`src/rtl/clk_div_if.sv`:
```
// Control/status bundle between a clock-divider client and clk_div_ctrl.
// The client (master) drives the run controls; the divider (slave) drives status.
interface clk_div_if #(
    parameter int unsigned CNT_W = 16,
    parameter int unsigned RUN_W = 16
);
    logic             start;
    logic             stop;
    logic [CNT_W-1:0] half_period;
    logic [RUN_W-1:0] num_cycles;
    logic             clk_out;
    logic             tick;
    logic             busy;
    logic             done;
    logic [RUN_W-1:0] cycles_done;

    modport master (
        output start, stop, half_period, num_cycles,
        input  clk_out, tick, busy, done, cycles_done
    );

    modport slave (
        input  start, stop, half_period, num_cycles,
        output clk_out, tick, busy, done, cycles_done
    );
endinterface

```
`src/rtl/clk_div_ctrl.sv`:
```
// Programmable clock-enable controller: divided clock plus rising-edge tick,
// for a fixed number of output periods or free-running.
module clk_div_ctrl #(
    parameter int unsigned CNT_W = 16,
    parameter int unsigned RUN_W = 16
) (
    input logic      clk,
    input logic      rst,
    clk_div_if.slave bus
);

    typedef enum logic [1:0] {StIdle, StRun, StDone} state_e;

    state_e           state_q, state_d;
    logic [CNT_W-1:0] hp_q, hp_d;
    logic [RUN_W-1:0] nl_q, nl_d;
    logic [CNT_W-1:0] half_cnt_q, half_cnt_d;
    logic [RUN_W-1:0] cycles_q, cycles_d;
    logic             clk_out_q, clk_out_d;
    logic             tick_q, tick_d;
    logic [CNT_W-1:0] hp_eff;

    // A programmed half period of zero behaves as one.
    assign hp_eff = (bus.half_period == '0) ? CNT_W'(1) : bus.half_period;

    always_comb begin
        state_d    = state_q;
        hp_d       = hp_q;
        nl_d       = nl_q;
        half_cnt_d = half_cnt_q;
        cycles_d   = cycles_q;
        clk_out_d  = clk_out_q;
        tick_d     = 1'b0;

        unique case (state_q)
            StIdle, StDone: begin
                if (bus.stop) begin
                    state_d   = StIdle;
                    clk_out_d = 1'b0;
                end else if (bus.start) begin
                    state_d    = StRun;
                    hp_d       = hp_eff;
                    nl_d       = bus.num_cycles;
                    half_cnt_d = '0;
                    cycles_d   = '0;
                    clk_out_d  = 1'b0;
                end
            end
            StRun: begin
                if (bus.stop) begin
                    state_d   = StIdle;
                    clk_out_d = 1'b0;
                end else if (half_cnt_q == hp_q - CNT_W'(1)) begin
                    half_cnt_d = '0;
                    clk_out_d  = ~clk_out_q;
                    if (!clk_out_q) begin
                        tick_d   = 1'b1;
                        cycles_d = cycles_q + RUN_W'(1);
                    end else if (nl_q != '0 && cycles_q == nl_q) begin
                        // Falling edge after the last requested period.
                        state_d = StDone;
                    end
                end else begin
                    half_cnt_d = half_cnt_q + CNT_W'(1);
                end
            end
            default: begin
                state_d   = StIdle;
                clk_out_d = 1'b0;
            end
        endcase
    end

    always_ff @(posedge clk or posedge rst) begin
        if (rst) begin
            state_q    <= StIdle;
            hp_q       <= CNT_W'(1);
            nl_q       <= '0;
            half_cnt_q <= '0;
            cycles_q   <= '0;
            clk_out_q  <= 1'b0;
            tick_q     <= 1'b0;
        end else begin
            state_q    <= state_d;
            hp_q       <= hp_d;
            nl_q       <= nl_d;
            half_cnt_q <= half_cnt_d;
            cycles_q   <= cycles_d;
            clk_out_q  <= clk_out_d;
            tick_q     <= tick_d;
        end
    end

    assign bus.clk_out     = clk_out_q;
    assign bus.tick        = tick_q;
    assign bus.busy        = (state_q == StRun);
    assign bus.done        = (state_q == StDone);
    assign bus.cycles_done = cycles_q;

endmodule
```
`src/flat_wrapper.sv`:
```
// flat-port wrapper written by rule: the top's interface ports become plain ports
module clk_div_ctrl_flat 
#(
    parameter int unsigned CNT_W = 16,
    parameter int unsigned RUN_W = 16
)
  (clk, rst, bus_start, bus_stop, bus_half_period, bus_num_cycles, bus_clk_out, bus_tick, bus_busy, bus_done, bus_cycles_done);
  clk_div_if #(.CNT_W(CNT_W), .RUN_W(RUN_W)) bus_i ();
  input logic clk;
  input logic rst;
  input wire logic [$bits(bus_i.start)-1:0] bus_start;
  input wire logic [$bits(bus_i.stop)-1:0] bus_stop;
  input wire logic [$bits(bus_i.half_period)-1:0] bus_half_period;
  input wire logic [$bits(bus_i.num_cycles)-1:0] bus_num_cycles;
  output wire logic [$bits(bus_i.clk_out)-1:0] bus_clk_out;
  output wire logic [$bits(bus_i.tick)-1:0] bus_tick;
  output wire logic [$bits(bus_i.busy)-1:0] bus_busy;
  output wire logic [$bits(bus_i.done)-1:0] bus_done;
  output wire logic [$bits(bus_i.cycles_done)-1:0] bus_cycles_done;
  assign bus_i.start = bus_start;
  assign bus_i.stop = bus_stop;
  assign bus_i.half_period = bus_half_period;
  assign bus_i.num_cycles = bus_num_cycles;
  assign bus_clk_out = bus_i.clk_out;
  assign bus_tick = bus_i.tick;
  assign bus_busy = bus_i.busy;
  assign bus_done = bus_i.done;
  assign bus_cycles_done = bus_i.cycles_done;
  clk_div_ctrl #(.CNT_W(CNT_W), .RUN_W(RUN_W)) u_core (.clk(clk), .rst(rst), .bus(bus_i));
endmodule
```
`config.mk`:
```
export PLATFORM = sky130hd
export DESIGN_NAME = clk_div_ctrl_flat
export DESIGN_NICKNAME = d
export VERILOG_FILES = /design/src/rtl/clk_div_if.sv /design/src/rtl/clk_div_ctrl.sv /design/src/flat_wrapper.sv
export SDC_FILE = /design/constraint.sdc
export NUM_CORES = 1
export LEC_CHECK = 0
export CAP_MARGIN = 20
export CORE_ASPECT_RATIO = 0.6
export CORE_MARGIN = 3
export CORE_UTILIZATION = 55
export DETAILED_ROUTE_END_ITERATION = 7
export PLACE_DENSITY = 0.78
export SYNTH_ARGS = -nofsm -noshare
export SYNTH_HDL_FRONTEND = slang
export SYNTH_SLANG_ARGS = --single-unit
export TNS_END_PERCENT = 50
```
`constraint.sdc`:
```
create_clock -name clk -period 3.3 [get_ports clk]
set_clock_uncertainty 0.15 [all_clocks]
set_input_delay 0.66 -clock clk [delete_from_list [all_inputs] [get_ports clk]]
set_output_delay 0.66 -clock clk [all_outputs]
set_load 0.02 [all_outputs]
```
# Word-level counts from Yosys, hierarchy flattened
# Index checks and enable logic that the tools add are counted.
[totals]
output_inout_bits = 20
wordCells = 62
ff_bits = 68
[classes]
add_sub_neg = 3
n_reduce_logical = 11
n_eq_ne = 13
n_bitwise = 2
mux = 26
[op_table]
columns = ["op", "n"]
rows = [
  ["16-bit 2-to-1 mux", 8],
  ["16-bit one-hot mux with 2 select lines", 2],
  ["16-bit by 1-bit adder with 16-bit output (second input constant)", 2],
  ["16-bit == test", 2],
  ["16-bit zero test", 1],
  ["16-bit nonzero test", 1],
  ["16-bit by 1-bit subtractor with 16-bit output (second input constant)", 1],
  ["2-bit 2-to-1 mux", 6],
  ["3-bit by 2-bit != test with 1-bit output (second input constant)", 3],
  ["1-bit 2-to-1 mux", 8],
  ["2-bit != test (second input constant)", 4],
  ["4-bit AND reduction", 2],
  ["6-bit AND reduction", 1],
  ["2-bit one-hot mux with 2 select lines", 1],
  ["3-bit != test (second input constant)", 1],
  ["3-bit AND reduction", 1],
  ["2-bit by 1-bit == test with 1-bit output (second input constant)", 1],
  ["2-bit == test (second input constant)", 1],
  ["2-bit zero test", 1],
  ["2-bit by 1-bit != test with 1-bit output (second input constant)", 1],
  ["1-bit inverter", 2],
  ["1-bit one-hot mux with 2 select lines", 1],
  ["2-bit AND reduction", 1],
  ["2-bit nonzero test", 1],
  ["other kinds (2)", 2],
]

# Logic depth before layout (Yosys ltp)
# Gate-level depths: netlist of the first run.
[depth]
ltp_word = 7
depth_mapped = 11

# Worst setup path before layout of the first run
# OpenSTA, ideal clock, no wires.
[synth_path]
kind = "register -> register"
startpoint = "register u_core.hp_q[3]"
endpoint = "register u_core.cycles_q[10], in the netlist u_core.bus.cycles_done[10]"
stages_incl_launch_ff = 9
n_path_buf = 0
slack_ns = 0.344
arrival_ns = 2.728
synth_period_minus_slack_ns = 2.956
cell_sequence = "dfrtp_1 or3_4 or3_4 nor4_4 a31oi_1 nor4b_4 a31oi_2 or4_1 a21oi_1"
[synth_via]
elab_chain_len = 4
[synth_lines]
columns = ["item", "line_no", "source"]
rows = [
  ["start, declared", "clk_div_ctrl.sv:15", "logic [CNT_W-1:0] hp_q, hp_d;"],
  ["start signal, assigned", "clk_div_ctrl.sv:85", "hp_q <= hp_d;"],
  ["16-bit by 1-bit subtractor with 16-bit output", "clk_div_ctrl.sv:53", "end else if (half_cnt_q == hp_q - CNT_W'(1)) begin"],
  ["16-bit == test", "clk_div_ctrl.sv:53", ""],
  ["2-bit by 1-bit != test with 1-bit output (no line)", "-", ""],
  ["6-bit AND reduction (no line)", "-", ""],
  ["end signal, assigned", "clk_div_ctrl.sv:88", "cycles_q <= cycles_d;"],
  ["end, declared", "clk_div_ctrl.sv:18", "logic [RUN_W-1:0] cycles_q, cycles_d;"],
]
# Every way passes these cells.
# A chain may end at the register's enable or synchronous reset.

# Worst setup path after layout of the first run
[layout_path]
startpoint = "register u_core.hp_q[4]"
endpoint = "register u_core.state_q[1]"
[layout_via]
elab_chain_len = 4
[layout_lines]
columns = ["item", "line_no", "source"]
rows = [
  ["16-bit by 1-bit subtractor with 16-bit output", "clk_div_ctrl.sv:53", ""],
  ["16-bit == test", "clk_div_ctrl.sv:53", ""],
  ["3-bit by 2-bit != test with 1-bit output (no line)", "-", ""],
  ["4-bit AND reduction (no line)", "-", ""],
  ["end signal, assigned", "clk_div_ctrl.sv:76", "state_q <= StIdle;"],
  ["end signal, assigned", "clk_div_ctrl.sv:84", "state_q <= state_d;"],
  ["end, declared", "clk_div_ctrl.sv:14", "state_e state_q, state_d;"],
]
# Every way passes these cells.

==> results of run 1 <==
layout make-up:
cell class	instances	area (µm²)	area share [%]
inverters	12	45.0	0.925
well taps	84	105	2.16
clock inverters	3	15.0	0.308
multi-input cells	343	2050	42.2
flip-flops and latches	68	1710	35.0
repair buffers	74	703	14.4
clock buffers	11	243	4.98
timing repair:
action / CTS / global route
setup buffers: 0 / 10
endpoints found under the setup margin: 0 / 9
gates resized for setup: 0 / 14
hold buffers: 0 / 0
power groups by stage:
stage          Clock [mW]  Combinational (mW)  Sequential (mW)
2_1_floorplan           0               0.581             1.20
3_3_place_gp            0               0.790             1.26
3_5_place_dp            0               0.820             1.27
4_1_cts             0.861               0.846             1.25
5_1_grt             0.902                1.02             1.29
6_report            0.856               0.927             1.27
per-stage QoR:
step                      hold WS [ns]  cell area, µm²  power (mW)  setup WS, ns  setup TNS (ns)
after floorplan                  0.317            3810        1.78         0.344               0
after global placement           0.351            4490        2.05         0.218               0
after detailed placement         0.368            4490        2.09        0.0851               0
after CTS                        0.389            4750        2.96        0.0730               0
after global routing             0.410            4870        3.21       -0.0623          -0.173
final                            0.392            4870        3.06        0.0725               0
Yosys cell counts, types with 5 or more instances:
| cell | instances | area (µm²) |
|---|---|---|
| nand3_1 | 9 | 45.0 |
| a21oi_1 | 13 | 65.1 |
| xor2_1 | 19 | 166 |
| dfrtp_1 | 67 | 1680 |
| clkbuf_1 | 12 | 45.0 |
| nor4_1 | 13 | 81.3 |
| nand2b_1 | 8 | 50.1 |
| or4_1 | 5 | 37.5 |
| and3_1 | 8 | 50.1 |
| xnor2_1 | 26 | 228 |
| o21ai_0 | 12 | 60.1 |
| a31oi_1 | 5 | 31.3 |
| nand4_1 | 16 | 100 |
| nor2_1 | 40 | 150 |
| inv_1 | 12 | 45.0 |
| mux2i_1 | 8 | 80.1 |
| nand2_1 | 114 | 428 |
flip-flops by register name, summed over array words and instances (netlist names):
register and count:
u_core.bus.tick 1, u_core.state_q 2, u_core.bus.cycles_done 16, u_core.half_cnt_q 16
u_core.nl_q 16, u_core.bus.clk_out 1, u_core.hp_q 16
critical path, cell delays in order (launching register included):
cell and delay, ns:
dfrtp_2 0.42, or3_4 0.40, or3_4 0.37, nor4_4 0.34, a31oi_2 0.16, nor4b_4 0.34
nand4_1 0.25, or4_4 0.59, a21oi_2 0.12
cells by family after synthesis:
| family | after synthesis |
|---|---|
| buffers and inverters | 27 |
| AOI/OAI and AO/OA | 49 |
| and+or+nand+nor | 237 |
| adders and majority gates | 3 |
| xor gates and xnor gates | 45 |
| DFF | 68 |
| muxes | 9 |
per-layer routing:
metal  GRT usage [%]  up-vias
met5               0        -
met4            7.20        0
met3            8.40       11
met2            36.8      178
met1            40.4     1732
li1                -     1647
path summary, 6_finish.rpt:
path	from	to	cells past startpoint
hold / removal	u_core.nl_q[12]$_DFFE_PP0P_	u_core.nl_q[12]$_DFFE_PP0P_	2
min in group asynchronous	rst	u_core.nl_q[4]$_DFFE_PP0P_	2
setup reg to reg	u_core.hp_q[4]$_DFFE_PP0P_	u_core.state_q[1]$_DFFE_PP0P_	8
setup / recovery	u_core.hp_q[4]$_DFFE_PP0P_	u_core.state_q[1]$_DFFE_PP0P_	8
hold reg to reg	u_core.nl_q[12]$_DFFE_PP0P_	u_core.nl_q[12]$_DFFE_PP0P_	2
max in group asynchronous	rst	u_core.hp_q[0]$_DFFE_PP1P_	3
==> flow_metrics.py, run 1 <==
metrics = {
    "drt": {
        "met1_length_um": 5020,
        "ant_nets": 0,
        "wl_met2_um": 4420,
        "routed_wl_um": 10500,
        "vias_per_cell": 6.00,
        "first_pass_iters": 5,
        "drc": 0,
        "dr.max_layer_used": "met4",
        "drtIter0Drc": 429,
        "dr_total_vias": 3568,
        "post_drt_wl_per_cell_um": 17.7,
        "wl_met3_um": 1010,
    },
    "timing": {
        "fmax_mhz": 310,
        "hold_viol_final": 0,
        "min_period_ns": 3.23,
        "setup_viol": 0,
        "rsz0062_at_grt": "true",
        "tightest_slew_ns": 0.582,
        "slew_viol_final": 0,
        "slew_headroom_pct": 61.2,
        "layout_worst_path_cycle_share_pct": 97.8,
    },
    "logic_synthesis": {
        "synth_top_family_by_area": "simple AND/OR/NAND/NOR gates",
        "synthAdderAreaFrac_pct": 0.985,
        "synth-seq-area-share_pct": 44.7,
        "postSynthCellCount": 438,
        "yosys.area_share.simple_pct": 30.2,
        "syn_avg_cell_area_um2": 8.70,
        "muxShareOfSynthArea_pct": 2.40,
        "synth_edf_count": 0,
        "synth_area_um2": 3810,
        "ys_ff_latch": 68,
        "ys.warnings.count": 0,
        "yosys.area_share.xor_xnor_pct": 10.3,
        "ys.flop_type": "dfrtp_1",
        "ys_types": 48,
        "synth_compound_area_share_pct": 8.66,
        "async_reset_ff_share_pct": 100,
        "syn-num-nets": 477,
    },
    "cts": {
        "clk_pin_slew_ns": 0.05,
        "clk-insertion-delay-late_ns": 0.33,
        "cts-root-buf": "clkbuf_16",
        "numClockSinks": 68,
        "cts_buffers": 9,
        "cts_tree": "yes",
        "clock_path_buffers": 2,
        "htreeDepth": 3,
    },
    "grt": {
        "grt_use_total_pct": 26.8,
        "grt_start_max_net_pins": 48,
        "first_global_vias": 3300,
        "grt_overflow": 0,
        "grt_pass1_wl_um": 16700,
        "antenna_found_initial": 0,
    },
    "floorplan": {
        "die_w_um": 113,
        "io_pins": 56,
        "std_cell_rows": 22,
        "core_um2": 6410,
        "start_util_pct": 59.4,
        "die_h_um": 70.5,
        "die-area_um2": 8000,
    },
    "power_and_ir_drop": {
        "p_clk_share_pct": 28.0,
        "peakVddDrop_mv": 0.411,
        "switchingPower_mw": 1.09,
        "power_density_nw_per_um2": 627,
        "swShare_pct": 35.8,
        "intPower_mw": 1.96,
        "p_comb_share_pct": 30.3,
        "p_leak_nw": 2.19,
        "p_seq_share_pct": 41.6,
    },
    "setup_path": {
        "worst_setup_path_start_kind": "register",
        "cp.arrival_ns": 3.34,
        "cp_max_fo": 5,
        "cp-end-kind": "register",
        "worstPathRequired_ns": 3.41,
        "crit_type": "reg -> reg",
        "reg2reg_slack_ns": 0.07,
    },
    "layout": {
        "final_util_pct": 75.9,
        "nets": 547,
        "layout-drive-gt1-share_pct": 11.4,
        "final_common_cell": "nand2_1",
        "final_cell_mix": "nand2_1, dfrtp_1, clkdlybuf4s50_1",
        "n_antenna_cell": 0,
        "fillers": 462,
        "finalNonFillerCells": 595,
        "area_growth_pct": 27.8,
    },
    "hold_path": {
        "worstHoldPathType": "reg -> reg",
    },
    "status": {
        "status": "complete, no violations",
    },
    "placement": {
        "place_hpwl_um": 7150,
        "gp_congestion": 0.866,
        "io_buffers": 55,
        "placed_cells": 571,
    },
    "run": {
        "drv_cap": 0,
    },
}
Power figures use the tool's default switching activity.
==> run 2, diff against run 1 <==
==> constraint.sdc (replaced) <==
create_clock -name clk -period 3.9 [get_ports clk]
set_clock_uncertainty 0.15 [all_clocks]
set_input_delay 0.78 -clock clk [delete_from_list [all_inputs] [get_ports clk]]
set_output_delay 0.78 -clock clk [all_outputs]
set_load 0.02 [all_outputs]
==> run 2 against run 1 <==
Net effect: via count shrank 4.7%; setup slack gained 0.58 ns; first-iteration DRC count decreased by 28%; sequential share of layout area rose by 0.79 points; routed wire length decreased by 8.9%; utilization decreased by 1.8 points; critical path type unchanged; largest power group unchanged.
==> flow_metrics.py, run 2 (synthesized netlist as in run 1, its figures left out) <==
metrics = {
    "status": {
        "status": "complete, no violations",
    },
    "power_and_ir_drop": {
        "switchingPower_mw": 0.904,
        "p_seq_share_pct": 40.8,
        "intPower_mw": 1.73,
        "p_comb_share_pct": 25.9,
        "peakVddDrop_mv": 0.440,
        "power_density_nw_per_um2": 554,
        "swShare_pct": 34.3,
        "p_clk_share_pct": 33.3,
        "p_leak_nw": 2.13,
    },
    "cts": {
        "cts_resized": 0,
        "htreeDepth": 3,
        "numClockSinks": 68,
        "cts_tree": "yes",
        "cts_buffers": 9,
        "ctsHoldBuffers": 0,
        "clk_pin_slew_ns": 0.06,
        "clk-insertion-delay-late_ns": 0.34,
        "clock_path_buffers": 2,
        "postCtsSetupBuffers": 0,
        "cts-root-buf": "clkbuf_16",
    },
    "layout": {
        "area_growth_pct": 24.8,
        "final_util_pct": 74.2,
        "layout-drive-gt1-share_pct": 6.83,
        "n_antenna_cell": 0,
        "final_common_cell": "nand2_1",
        "final_cell_mix": "nand2_1, dfrtp_1, clkdlybuf4s50_1",
        "nets": 532,
    },
    "floorplan": {
        "die_w_um": 113,
        "std_cell_rows": 22,
        "start_util_pct": 59.4,
        "core_um2": 6410,
        "die_h_um": 70.5,
        "io_pins": 56,
        "die-area_um2": 8000,
    },
    "drt": {
        "dr.max_layer_used": "met4",
        "wl_met3_um": 940,
        "first_pass_iters": 5,
        "ant_nets": 0,
        "vias_per_cell": 5.84,
        "routed_wl_um": 9600,
        "post_drt_wl_per_cell_um": 16.5,
        "wl_met2_um": 3830,
        "drtIter0Drc": 310,
        "dr_total_vias": 3401,
        "met1_length_um": 4700,
        "drc": 0,
    },
    "timing": {
        "setup_viol": 0,
        "tightest_slew_ns": 0.832,
        "tns_ns": 0,
        "fmax_mhz": 308,
        "rsz0062_at_grt": "false",
        "slew_headroom_pct": 44.5,
        "slew_viol_final": 0,
        "min_period_ns": 3.25,
        "hold_viol_final": 0,
        "layout_worst_path_cycle_share_pct": 83.2,
    },
    "setup_path": {
        "cp.arrival_ns": 3.32,
        "worstPathRequired_ns": 3.97,
        "rr_startpoint": "u_core.hp_q[0]$_DFFE_PP1P_",
        "reg2reg_slack_ns": 0.65,
        "rr_endpoint": "u_core.bus.cycles_done[0]$_DFFE_PP0P_",
        "worst_r2r_path_depth": 10,
        "worst_setup_path_start_kind": "register",
        "cp_max_fo": 17,
        "cp-end-kind": "register",
        "crit_type": "reg -> reg",
    },
    "grt": {
        "grt_use_total_pct": 26.0,
        "first_global_vias": 3249,
        "grt_overflow": 0,
        "antenna_found_initial": 0,
        "grt_start_max_net_pins": 69,
        "grt_pass1_wl_um": 16100,
    },
    "hold_path": {
        "worstHoldStart": "u_core.nl_q[6]$_DFFE_PP0P_",
        "worstHoldPathType": "reg -> reg",
        "hold_end": "u_core.nl_q[6]$_DFFE_PP0P_",
        "holdPathStages": 2,
    },
    "run": {
        "drv_cap": 0,
    },
    "placement": {
        "gp_congestion": 0.889,
        "io_buffers": 55,
        "place_hpwl_um": 6990,
    },
}
==> run 2: cell types whose count changed in the layout (fill, tap and decap cells not counted), sizes merged <==
cell,before,now
buf,18,4
bufinv,0,2
clkbuf,12,10
clkinvlp,0,2
clkinv,3,2
==> run 2: worst max path at each step <==
stage,cells after the start,slack [ns],to,startpoint
floorplan,8,0.94,u_core.bus.cycles_done[10]$_DFFE_PP0P_,u_core.hp_q[3]$_DFFE_PP0P_
global placement,10,0.78,u_core.state_q[1]$_DFFE_PP0P_,u_core.hp_q[0]$_DFFE_PP1P_
detailed placement,10,0.67,u_core.bus.cycles_done[12]$_DFFE_PP0P_,u_core.hp_q[0]$_DFFE_PP1P_
CTS,10,0.67,u_core.state_q[1]$_DFFE_PP0P_,u_core.hp_q[0]$_DFFE_PP1P_
global route,10,0.39,u_core.state_q[1]$_DFFE_PP0P_,u_core.hp_q[0]$_DFFE_PP1P_
finish,10,0.65,u_core.bus.cycles_done[0]$_DFFE_PP0P_,u_core.hp_q[0]$_DFFE_PP1P_
==> run 2: power by group through the flow <==
stage	Sequential, mW	Combinational (mW)	Clock (mW)
finish	1.08	0.682	0.877
global route	1.09	0.767	0.917
CTS	1.07	0.683	0.883
detailed placement	1.08	0.675	0
global placement	1.07	0.644	0
floorplan	1.02	0.492	0
==> run 2: final cells by class <==
class | instances | area (µm²)
fillers | 500 | 1660
well taps | 84 | 105
repair buffers | 59 | 581
flip-flops and latches | 68 | 1700
clock buffers | 10 | 229
inverters | 12 | 45.0
clock inverters | 6 | 88.8
multi-input cells | 343 | 2010
==> run 2: per-layer routing <==
metal,vias up,global-route usage (%)
met5,-,0
met4,0,8.53
met3,15,8.31
met2,175,34.6
met1,1590,39.3
li1,1621,-
==> run 2: metrics by stage <==
stage	cell area (µm²)	worst slack, ns	power, mW	hold slack [ns]	cells
floorplan	3810	0.944	1.51	0.317	438
global placement	4440	0.776	1.71	0.352	566
detailed placement	4440	0.669	1.75	0.366	566
CTS	4760	0.667	2.63	0.385	582
global route	4760	0.388	2.78	0.405	582
finish	4760	0.654	2.63	0.381	582
==> run 2: critical path: stages (launching register included) <==
cell and delay (ns):
dfstp_2 0.55, inv_1 0.07, ha_1 0.23, nor2b_1 0.16, or3_1 0.36, a31oi_1 0.17
o21ai_0 0.17, nor4b_4 0.36, a31o_2 0.44, nand2_1 0.18, mux2_2 0.31
==> run 3, diff against run 2 <==
==> constraint.sdc (replaced) <==
create_clock -name clk -period 3.25 [get_ports clk]
set_clock_uncertainty 0.15 [all_clocks]
set_input_delay 0.65 -clock clk [delete_from_list [all_inputs] [get_ports clk]]
set_output_delay 0.65 -clock clk [all_outputs]
set_load 0.02 [all_outputs]
==> run 3 against run 2 <==
Net effect: sequential power rose by 18%; cell area increased by 3.1%; setup slack worse by 0.64 ns; critical path depth decreased by 1; hold slack got worse by 0.0027 ns; count of clock-buffer cells in the layout stayed put; critical endpoint is now u_core.bus.cycles_done[10]$_DFFE_PP0P_; die area is the same; via count rose by 2.1%; total power up 18%; largest power group unchanged; clock power grew 2.6%; non-clock buffer count increased by 15; register-to-register slack worse by 0.64 ns.
==> flow_metrics.py, run 3 (synthesized netlist as in run 1, its figures left out) <==
metrics = {
    "status": {
        "status": "complete, no violations",
    },
    "cts": {
        "clock_path_buffers": 2,
        "clk_pin_slew_ns": 0.06,
        "ctsHoldBuffers": 0,
        "cts_buffers": 9,
        "cts_tree": "yes",
        "numClockSinks": 68,
        "clk-insertion-delay-late_ns": 0.33,
        "htreeDepth": 3,
        "cts-root-buf": "clkbuf_16",
    },
    "placement": {
        "gp_congestion": 0.902,
        "io_buffers": 55,
        "place_hpwl_um": 7010,
        "placed_cells": 575,
    },
    "drt": {
        "first_pass_iters": 5,
        "post_drt_wl_per_cell_um": 16.7,
        "routed_wl_um": 10000,
        "ant_nets": 0,
        "vias_per_cell": 5.81,
        "drtIter0Drc": 308,
        "dr_total_vias": 3473,
        "drc": 0,
    },
    "power_and_ir_drop": {
        "power_density_nw_per_um2": 632,
        "p_leak_nw": 2.19,
        "peakVddDrop_mv": 0.365,
    },
    "setup_path": {
        "cp_max_fo": 7,
        "cp-end-kind": "register",
        "cp.arrival_ns": 3.33,
        "worst_setup_path_start_kind": "register",
        "crit_type": "reg -> reg",
        "worstPathRequired_ns": 3.35,
        "critPathMaxStageDelay_ns": 0.55,
        "slowest_stage": "or4_4",
        "crit_chain": "or3_4, or3_4, nor4_4, mux2i_2, nor4b_4, buf_4, a31oi_4, or4_4, a21oi_2",
        "crit_top_cell": "or3_4",
    },
    "floorplan": {
        "io_pins": 56,
        "die-area_um2": 8000,
        "std_cell_rows": 22,
        "die_h_um": 70.5,
        "die_w_um": 113,
        "core_um2": 6410,
        "start_util_pct": 59.4,
    },
    "timing": {
        "setup_viol": 0,
        "fmax_mhz": 309,
        "slew_headroom_pct": 63.4,
        "min_period_ns": 3.24,
        "tightest_slew_ns": 0.543,
        "slew_viol_final": 0,
        "whs_ns": 0.379,
        "hold_viol_final": 0,
        "rsz0062_at_grt": "true",
        "layout_worst_path_cycle_share_pct": 99.6,
    },
    "layout": {
        "final_cell_mix": "nand2_1, dfrtp_1, clkdlybuf4s50_1",
        "n_antenna_cell": 0,
        "final_common_cell": "nand2_1",
        "nets": 548,
        "finalNonFillerCells": 598,
        "area_growth_pct": 28.7,
        "layout-drive-gt1-share_pct": 11.5,
        "fillers": 449,
    },
    "run": {
        "drv_cap": 0,
    },
    "grt": {
        "grt_pass1_wl_um": 15800,
        "grt_start_max_net_pins": 69,
        "grt_use_total_pct": 25.3,
        "first_global_vias": 3056,
        "antenna_found_initial": 0,
        "grt_overflow": 0,
    },
    "hold_path": {
        "worstHoldPathType": "reg -> reg",
    },
}
run 3: worst paths after layout:
| check | from | end | slack [ns] | cells past startpoint |
|---|---|---|---|---|
| setup / recovery | u_core.hp_q[3]$_DFFE_PP0P_ | u_core.bus.cycles_done[10]$_DFFE_PP0P_ | 0.01 | 9 |
| hold / removal | u_core.hp_q[0]$_DFFE_PP1P_ | u_core.hp_q[0]$_DFFE_PP1P_ | 0.38 | 2 |
| setup reg to reg | u_core.hp_q[3]$_DFFE_PP0P_ | u_core.bus.cycles_done[10]$_DFFE_PP0P_ | 0.01 | 9 |
| hold reg to reg | u_core.hp_q[0]$_DFFE_PP1P_ | u_core.hp_q[0]$_DFFE_PP1P_ | 0.38 | 2 |
| max in group asynchronous | rst | u_core.hp_q[0]$_DFFE_PP1P_ | 2.08 | 3 |
| min in group asynchronous | rst | u_core.hp_q[9]$_DFFE_PP0P_ | 0.58 | 3 |
run 3: power breakdown:
part | switching, mW | internal, mW
clock network | 0.366 | 0.534
registers | 0.249 | 1.02
logic | 0.483 | 0.448
total | 1.10 | 2.00
run 3: area by class of cell:
| type | instances | area [µm²] | area share [%] |
|---|---|---|---|
| clock inverters | 6 | 40.0 | 0.816 |
| flip-flops and latches | 68 | 1700 | 34.7 |
| well taps | 84 | 105 | 2.14 |
| clock buffers | 10 | 239 | 4.87 |
| repair buffers | 74 | 706 | 14.4 |
| multi-input cells | 344 | 2070 | 42.1 |
| inverters | 12 | 45.0 | 0.918 |
run 3: per-stage QoR:
stage	util (%)	setup WS (ns)	TNS, ns	area (µm²)	total power [mW]
after floorplan	-	0.294	0	3810	1.81
after global placement	70.5	0.168	0	4520	2.10
after detailed placement	70.5	0.0375	0	4520	2.13
after CTS	74.8	0.0403	0	4800	3.04
after global routing	76.5	-0.0784	-0.217	4900	3.28
final	76.5	0.0128	0	4900	3.10
run 3: metal layers:
metal | part of all wire (%) | up-vias | global-route usage (%)
li1 | - | 1657 | -
met1 | 48 | 1650 | 42.1
met2 | 41 | 158 | 32.0
met3 | 10 | 8 | 5.89
met4 | 0.69 | 0 | 6.00
met5 | 0 | - | 0
run 3: worst max-delay path, delay by kind of cell (launching register included):
kind	cells	cell delay, ns
simple gates	5	1.97
flops	1	0.44
compound gates	2	0.29
buf+inv	1	0.18
mux	1	0.14
run 3: repair_timing:
action | in CTS | in global routing
setup buffers | 0 | 6
gates resized for setup | 0 | 11
setup endpoints to repair | 0 | 9
